<file path="src/rtl/fp_pkg.sv">
// ============================================================================
// Module  : fp_pkg
// Brief   : Shared FP32 constants, lane-slice helper and collector state type.
// Revision: 1.0 - initial release
// ============================================================================
`default_nettype none

package fp_pkg;

    localparam int FP_W = 32;
    localparam logic [FP_W-1:0] FP_POS_ZERO = 32'h0000_0000;

    typedef enum logic [0:0] {
        FILL = 1'b0,
        EMIT = 1'b1
    } state_t;

    // Bit offset of a lane within a flat lane bank.
    function automatic int lane_offset(input int lane, input int width);
        return lane * width;
    endfunction

endpackage

`default_nettype wire

</file>
<file path="src/rtl/fp_lane_collector_if.sv">
// ============================================================================
// Module  : fp_lane_collector_if
// Brief   : Serial-in / lane-bank-out bus of the FP lane collector.
// Revision: 1.0 - initial release
// ============================================================================
`default_nettype none

interface fp_lane_collector_if #(
    parameter int N_CH   = 32,
    parameter int DATA_W = 32,
    parameter int CNT_W  = $clog2(N_CH)
);
    logic [DATA_W-1:0]      Data_In;
    logic                   Valid_In;
    logic                   Last_In;
    logic                   Ready_In;
    logic [N_CH*DATA_W-1:0] Data_Out;
    logic                   Valid_Out;
    logic [CNT_W:0]         Frame_Len;

    modport master (
        output Data_In, Valid_In, Last_In,
        input  Ready_In, Data_Out, Valid_Out, Frame_Len
    );

    modport slave (
        input  Data_In, Valid_In, Last_In,
        output Ready_In, Data_Out, Valid_Out, Frame_Len
    );
endinterface

`default_nettype wire

</file>
<file path="src/rtl/fp_lane_collector_bank.sv">
// ============================================================================
// Module  : fp_lane_bank
// Brief   : Fill-lane register bank with per-lane write, sync clear and
//           parallel copy (with final-word bypass) into the output register.
// Revision: 1.0 - initial release
// ============================================================================
`default_nettype none

module fp_lane_bank
    import fp_pkg::*;
#(
    parameter int N_CH   = 32,
    parameter int DATA_W = 32,
    parameter int CNT_W  = $clog2(N_CH)
) (
    input  wire logic                   clk,
    input  wire logic                   rst,
    input  wire logic                   clr,
    input  wire logic                   wr_en,
    input  wire logic [CNT_W-1:0]       wr_idx,
    input  wire logic [DATA_W-1:0]      wr_data,
    input  wire logic                   copy_en,
    output logic      [N_CH*DATA_W-1:0] bank_out
);

    logic [N_CH*DATA_W-1:0] r_fill;
    logic [N_CH*DATA_W-1:0] r_out;

    always_ff @(posedge clk) begin
        for (int k = 0; k < N_CH; k++) begin
            // Clear wins over write so the word that closes a frame never
            // leaks into the next one.
            if (rst || clr) begin
                r_fill[lane_offset(k, DATA_W) +: DATA_W] <= DATA_W'(FP_POS_ZERO);
            end else if (wr_en && (wr_idx == CNT_W'(k))) begin
                r_fill[lane_offset(k, DATA_W) +: DATA_W] <= wr_data;
            end

            if (rst) begin
                r_out[lane_offset(k, DATA_W) +: DATA_W] <= DATA_W'(FP_POS_ZERO);
            end else if (copy_en) begin
                r_out[lane_offset(k, DATA_W) +: DATA_W] <=
                    (wr_en && (wr_idx == CNT_W'(k))) ? wr_data
                                                     : r_fill[lane_offset(k, DATA_W) +: DATA_W];
            end
        end
    end

    assign bank_out = r_out;

endmodule

`default_nettype wire

</file>
<file path="src/rtl/fp_lane_collector.sv">
// ============================================================================
// Module  : fp_lane_collector
// Brief   : Packs a serial FP32 stream into N_CH-lane frames, zero-padding
//           early-terminated frames. Option: FP_LANE_COLLECTOR_NOSTALL_EN.
// Revision: 1.0 - initial release
// ============================================================================
`default_nettype none

module fp_lane_collector
    import fp_pkg::*;
#(
    parameter int N_CH   = 32,
    parameter int DATA_W = 32,
    parameter int CNT_W  = $clog2(N_CH)
) (
    input wire logic            clk,
    input wire logic            rst,
    fp_lane_collector_if.slave  bus
);

    logic [CNT_W-1:0] r_cnt;
    logic             r_valid;
    logic [CNT_W:0]   r_frame_len;

    logic w_ready;
    logic w_accept;
    logic w_final;
    logic w_bank_clr;
    logic w_copy;

    assign w_accept = bus.Valid_In && w_ready;
    assign w_final  = w_accept && (bus.Last_In || (r_cnt == CNT_W'(N_CH - 1)));

`ifdef FP_LANE_COLLECTOR_NOSTALL_EN

    // Final word bypasses straight into the output register, so no stall.
    assign w_ready    = 1'b1;
    assign w_bank_clr = w_final;
    assign w_copy     = w_final;

    always_ff @(posedge clk) begin
        if (rst) begin
            r_cnt       <= '0;
            r_valid     <= 1'b0;
            r_frame_len <= '0;
        end else begin
            r_valid <= w_final;
            if (w_final) begin
                r_cnt       <= '0;
                r_frame_len <= {1'b0, r_cnt} + (CNT_W+1)'(1);
            end else if (w_accept) begin
                r_cnt <= r_cnt + CNT_W'(1);
            end
        end
    end

`else

    state_t         r_state;
    state_t         w_state_nxt;
    logic [CNT_W:0] r_len;

    assign w_ready = (r_state == FILL);

    always_ff @(posedge clk) begin
        if (rst) begin
            r_state <= FILL;
        end else begin
            r_state <= w_state_nxt;
        end
    end

    always_comb begin
        w_state_nxt = r_state;
        w_bank_clr  = 1'b0;
        w_copy      = 1'b0;
        case (r_state)
            FILL: begin
                if (w_final) begin
                    w_state_nxt = EMIT;
                end
            end
            EMIT: begin
                w_bank_clr  = 1'b1;
                w_copy      = 1'b1;
                w_state_nxt = FILL;
            end
            default: w_state_nxt = FILL;
        endcase
    end

    always_ff @(posedge clk) begin
        if (rst) begin
            r_cnt       <= '0;
            r_len       <= '0;
            r_valid     <= 1'b0;
            r_frame_len <= '0;
        end else begin
            r_valid <= (r_state == EMIT);
            if (r_state == EMIT) begin
                r_cnt       <= '0;
                r_frame_len <= r_len;
            end else if (w_accept) begin
                r_cnt <= r_cnt + CNT_W'(1);
                if (w_final) begin
                    r_len <= {1'b0, r_cnt} + (CNT_W+1)'(1);
                end
            end
        end
    end

`endif

    fp_lane_bank #(
        .N_CH   (N_CH),
        .DATA_W (DATA_W),
        .CNT_W  (CNT_W)
    ) u_bank (
        .clk      (clk),
        .rst      (rst),
        .clr      (w_bank_clr),
        .wr_en    (w_accept),
        .wr_idx   (r_cnt),
        .wr_data  (bus.Data_In),
        .copy_en  (w_copy),
        .bank_out (bus.Data_Out)
    );

    assign bus.Ready_In  = w_ready;
    assign bus.Valid_Out = r_valid;
    assign bus.Frame_Len = r_frame_len;

endmodule

`default_nettype wire

</file>
<file path="src/flat_wrapper.sv">
// flat-port wrapper written by rule: the top's interface ports become plain ports
module fp_lane_collector_flat import fp_pkg::*;
#(
    parameter int N_CH   = 32,
    parameter int DATA_W = 32,
    parameter int CNT_W  = $clog2(N_CH)
)
  (clk, rst, bus_Data_In, bus_Valid_In, bus_Last_In, bus_Ready_In, bus_Data_Out, bus_Valid_Out, bus_Frame_Len);
  fp_lane_collector_if #(.N_CH(N_CH), .DATA_W(DATA_W), .CNT_W(CNT_W)) bus_i ();
  input wire logic clk;
  input wire logic rst;
  input wire logic [$bits(bus_i.Data_In)-1:0] bus_Data_In;
  input wire logic [$bits(bus_i.Valid_In)-1:0] bus_Valid_In;
  input wire logic [$bits(bus_i.Last_In)-1:0] bus_Last_In;
  output wire logic [$bits(bus_i.Ready_In)-1:0] bus_Ready_In;
  output wire logic [$bits(bus_i.Data_Out)-1:0] bus_Data_Out;
  output wire logic [$bits(bus_i.Valid_Out)-1:0] bus_Valid_Out;
  output wire logic [$bits(bus_i.Frame_Len)-1:0] bus_Frame_Len;
  assign bus_i.Data_In = bus_Data_In;
  assign bus_i.Valid_In = bus_Valid_In;
  assign bus_i.Last_In = bus_Last_In;
  assign bus_Ready_In = bus_i.Ready_In;
  assign bus_Data_Out = bus_i.Data_Out;
  assign bus_Valid_Out = bus_i.Valid_Out;
  assign bus_Frame_Len = bus_i.Frame_Len;
  fp_lane_collector #(.N_CH(N_CH), .DATA_W(DATA_W), .CNT_W(CNT_W)) u_core (.clk(clk), .rst(rst), .bus(bus_i));
endmodule
</file>
<file path="config.mk">
export PLATFORM = sky130hd
export DESIGN_NAME = fp_lane_collector_flat
export DESIGN_NICKNAME = d
export VERILOG_FILES = /design/src/rtl/fp_pkg.sv /design/src/rtl/fp_lane_collector_if.sv /design/src/rtl/fp_lane_collector_bank.sv /design/src/rtl/fp_lane_collector.sv /design/src/flat_wrapper.sv
export SDC_FILE = /design/constraint.sdc
export NUM_CORES = 2
export LEC_CHECK = 0
export CELL_PAD_IN_SITES_DETAIL_PLACEMENT = 1
export CELL_PAD_IN_SITES_GLOBAL_PLACEMENT = 2
export CORE_MARGIN = 3
export CORE_UTILIZATION = 37
export CTS_CLUSTER_SIZE = 30
export DETAILED_ROUTE_END_ITERATION = 10
export PLACE_DENSITY_LB_ADDON = 0.1
export SLEW_MARGIN = 25
export SYNTH_ARGS = -nofsm -noshare
export SYNTH_HDL_FRONTEND = slang
export SYNTH_SLANG_ARGS = --single-unit
</file>
<file path="constraint.sdc">
create_clock -name clk -period 3.7 [get_ports clk]
set_input_delay 0.74 -clock clk [delete_from_list [all_inputs] [get_ports clk]]
set_output_delay 0.74 -clock clk [all_outputs]
set_load 0.05 [all_outputs]
</file>
* Word level (Yosys, flattened, before mapping)
Index checks and enable logic that the tools add are counted.
Word-level totals: memories kept 0, register bits after elaboration 2067, logic and storage cells 115, memory bits (writable) 0, output and inout port bits 1032, latch bits 0, memory bits (read-only) 0, bits of input ports 36
Cells by class: $mul 0, add/sub/neg operators 2, divide/modulo/power cells 0, reductions and logical operators 39, bitwise gates (word level) 1, shifts and indexed selects 0, equality and inequality tests 31, magnitude comparators 0, multiplexer cells 35
Operators with widths (number):
- 32-bit two-way mux | 32
- 5-bit equality test, second input constant | 16
- 5-bit by 4-bit equality test with 1-bit output, second input constant | 8
- 1-bit logical AND | 34
- 5-bit by 3-bit equality test with 1-bit output, second input constant | 4
- 5-bit by 2-bit equality test with 1-bit output, second input constant | 2
- 5-bit by 1-bit adder with 6-bit output, second input constant | 1
- 5-bit by 1-bit adder with 5-bit output, second input constant | 1
- 5-bit by 1-bit equality test with 1-bit output, second input constant | 1
- 5-bit logical NOT | 1
- 3-bit AND reduction | 1
- 1-bit logical OR | 2
- 1-bit two-way mux | 2
- 1-bit one-hot mux with 2 select lines | 1
- 2-bit OR reduction | 1
- 1-bit inverter | 1

* Depth between registers and ports, before layout
depth in word-level cells 5, mapped depth 9, gate-level depth less buffers 6

* Hierarchy
From an unflattened synthesis, not the netlist that was laid out.
Second synthesis, totals: cells, all modules 8336, area, all modules 74579.0 µm²
Modules (own cells, without submodules):
- fp_lane_bank | area an instance 73813.3 µm², times used 1, seq. area each 40999.3 µm², cells each 8257
- fp_lane_collector | area an instance 765.7 µm², times used 1, seq. area each 380.4 µm², cells each 79

* Least setup slack after synthesis
Ideal clock, no wire load.
path type reg2out, start register u_core.r_state, end output bus_Ready_In, cell stages (with the launch flop) 7, slack 1.519 ns, arrival 1.441 ns, buffers on the path 5, required time 2.960 ns, cells stage by stage dfxtp_1 > buf_4 > buf_2 > buf_4 > buf_4 > buf_4 > inv_1
On the way: longest elaborated chain between the ends 1
Ends and longest elaborated chain:
- start: declaration | RTL line fp_lane_collector.sv:59 | state_t r_state;
- start signal: assignment | RTL line fp_lane_collector.sv:69 | r_state <= w_state_nxt;
- 1-bit inverter (no line)
- end: declaration | RTL line flat_wrapper.sv:15 | output wire logic [$bits(bus_i.Ready_In)-1:0] bus_Ready_In;
Every way passes these cells.

* Final worst setup path
Same ends and word-level chain as after synthesis.

==> metrics.csv <==
stage,metric,value,unit
run_status,status,"complete, no violations",
die,I/O Pins,1068,
layout,Final Instance Count excl. Fillers,10580,
global_route,Total GRT Usage,26.99,%
min_path,Hold Crit Endpoint,u_core.u_bank.bank_out[139]$_SDFFE_PP0P_,
synth,Main synth FF type,dfxtp_1,
synth,"area leader, netlist",dfxtp_1,
place,gp weighted congestion,0.7998,
clock_tree,CTS H-tree depth,4,
place,dpl cells,10180,
layout,share of layout cells above drive strength 1,6.690,%
die,Site Rows,162,
setup_path,critical path arrival,2.63,ns
place,post-place setup slack,0.8807,ns
sta,clock period minus worst slack,3.369,ns
die,Die X,451.0,um
synth,Post-synth EDFFs,0,
synth,Yosys reg bits,2067,
power_and_ir_drop,Pleak,38.85,nW
detailed_routing,Final ANT Viol Nets,0,
power_and_ir_drop,cell area power density,502.2,mW/mm2
die,Initial Util,37.43,%
sta,Worst Max-Slew Pin Slew,1.193,ns
setup_path,critical path class,reg2out,
clock_tree,Post-CTS Setup Bufs,0,
detailed_routing,Avg WL per Cell,26.76,um
synth,"top cells by area, synth","dfxtp_1 (56%), mux2i_1 (27%), nand2_1 (5.8%)",
clock_tree,clock root buffer,clkbuf_16,
sta,final cycle utilization of the critical path,91.06,%
synth,sequential share of the synthesized area,56.47,%
sta,Fmax,296.8,MHz
clock_tree,cts hold-fix bufs,0,
layout,FILL cells,21150,
setup_path,Reg2Reg Depth,4,
clock_tree,CTS sink count,2067,
place,Port Buffers,1067,
detailed_routing,total wire length,283.2,mm
layout,final non-filler cell area,0.09346,mm2
layout,Sequential Area,0.04138,mm2
synth,mapped cell area,0.07328,mm2
layout,area occupied by multi-input gates,0.02930,mm2
sta,final hold viol count,0,
synth,Synth cell types,35,
min_path,hold_sp,rst,
setup_path,Reg2Reg Setup Slack,0.86,ns
sta,Final Worst Setup Slack,0.3306,ns
power_and_ir_drop,total power draw,46.93,mW
clock_tree,CTS tree,yes,
setup_path,R2R Path Start,u_core.r_cnt[3]$_SDFFE_PP0P_,
setup_path,Crit Path Max Fanout,27,
power_and_ir_drop,Worst VDD drop,0.3670,mV
synth,"Avg Cell Area, Syn",10.57,um2
detailed_routing,drt pass-1 iters,5,
setup_path,CP required,2.96,ns
min_path,WHS Path Cells,2,
synth,"Async S/R FF share, synth",0,%
synth,Post-Syn Instances,6935,
detailed_routing,initial detailed-routing violation count,2349,
global_route,initial antenna violation count,18,
clock_tree,"Reg clk slew, reported paths",0.06,ns
place,hpwl dp,183.3,mm
synth,YS warnings,0,
synth,Synthesized Nets,6977,
detailed_routing,DR vias/cell,4.955,
global_route,first-pass GRT wire length,401.6,mm
die,total core area,0.1958,mm2
global_route,largest net degree at the start of global routing,178,
detailed_routing,DRC,0,
sta,RSZ-0062 raised after global routing,no,
clock_tree,clock buffer depth,3,
layout,Layout area overhead,27.53,%
setup_path,CP endpoint kind,output pin,
layout,nets,7817,
sta,clock skew,0.02827,ns
sta,final setup fails,0,
sta,Worst slew margin,20.50,%
setup_path,reg-to-reg critical path endpoint,u_core.u_bank.r_fill[356]$_SDFF_PP0_,
clock_tree,cts repair resizes,0,
clock_tree,CTS buffer count,219,
sta,WHS,0.2164,ns
setup_path,critical path launch point type,flop,
synth,top cell type's share of synthesized area,56.47,%
die,Die H,451.0,um
global_route,vias in the first global route,54190,
min_path,Tightest Hold Check Type,in2reg,
sta,Fin Setup TNS,0,ns
layout,Final Util,47.73,%
detailed_routing,via count,52440,
place,placement-stage cell area,0.08600,mm2
clock_tree,clock latency on the worst-skew pair,0.86,ns
sta,Slew Limit Fails,0,
global_route,total grt overflow,0,
die,Die ar.,0.2034,mm2
job,Max-cap violations,0,
[cells by family (layout without fill, tap and decap cells)]
kind of cell | after synthesis | after routing | synth area share [%]
simple gates | 2218 | 2218 | 11.72
flops | 2067 | 2067 | 56.47
mux | 1991 | 1991 | 27.20
buf+inv | 571 | 1588 | 3.917
compound gates | 77 | 77 | 0.5395
fa+ha+maj | 6 | 6 | 0.1024
xor+xnor | 5 | 5 | 0.05977
other cells | 0 | 7 | 0
[how the worst max path moves through the flow]
stage,from,end,depth (start not counted)
2_1_floorplan,u_core.r_state$_SDFF_PP0_,bus_Ready_In,6
3_3_place_gp,rst,u_core.u_bank.r_fill[622]$_SDFF_PP0_,6
3_5_place_dp,rst,u_core.u_bank.r_fill[686]$_SDFF_PP0_,6
4_1_cts,u_core.r_state$_SDFF_PP0_,bus_Ready_In,2
5_1_grt,u_core.r_state$_SDFF_PP0_,bus_Ready_In,2
6_report,u_core.r_state$_SDFF_PP0_,bus_Ready_In,2
[sequential cells by signal, indices dropped and copies added (netlist names)]
signal / flops
u_core.u_bank.bank_out: 1024
u_core.bus.Valid_Out: 1
u_core.r_len: 6
u_core.u_bank.r_fill: 1024
u_core.r_cnt: 5
u_core.r_state: 1
u_core.bus.Frame_Len: 6
[cell type report]
type | count | share of cell area [%]
diodes | 7 | 0.01874
clock buffers | 342 | 7.067
clock inverters | 56 | 0.8622
inverters | 4 | 0.01607
multi-input cells | 4297 | 31.35
flip-flops and latches | 2067 | 44.28
well taps | 2624 | 3.513
repair buffers | 1186 | 12.89
[cell usage in the layout (no fill, tap or decap), drive strengths merged, types with 3 or more instances in the layout]
cell type,instances
nand2,1134
and4b,4
dfxtp,2067
nand3,20
clkdlybuf4s50,1065
nor2,1040
mux2i,1991
buf,121
ha,6
clkinv,27
diode,7
xor2,3
inv,13
a21oi,70
bufinv,16
o21ai,3
a211oi,4
clkinvlp,4
clkbuf,342
[power by group]
group          total [mW]  internal [mW]  switching (mW)
registers            22.4           22.3          0.0527
clock network        22.6           13.3            9.28
logic                1.94          0.464            1.48
[worst max-delay path, cell delays in order (launching register included)]
cell and delay, ns:
dfxtp_4 0.68, inv_1 0.30, clkdlybuf4s50_1 0.78
[routing by layer]
layer	share of wire (%)	wire (um)	track usage, %	up-vias
li1	-	-	-	24540
met1	40	113000	30.71	26400
met2	50	140400	47.19	1070
met3	5.0	14040	6.105	427
met4	5.6	15760	13.80	0
met5	0	0	0	-
[cell usage after synthesis, types with 4 or more instances]
cell      count
clkbuf_1    283
mux2i_1    1991
nor2_1     1040
a21oi_1      70
nand2_2       5
buf_4       115
dfxtp_1    2067
and4b_1       4
nand2_1    1129
buf_2       150
inv_1         4
nand3_2      17
buf_6        14
a211oi_1      4
ha_1          6
Note: power is estimated with default switching activity, not from simulation.
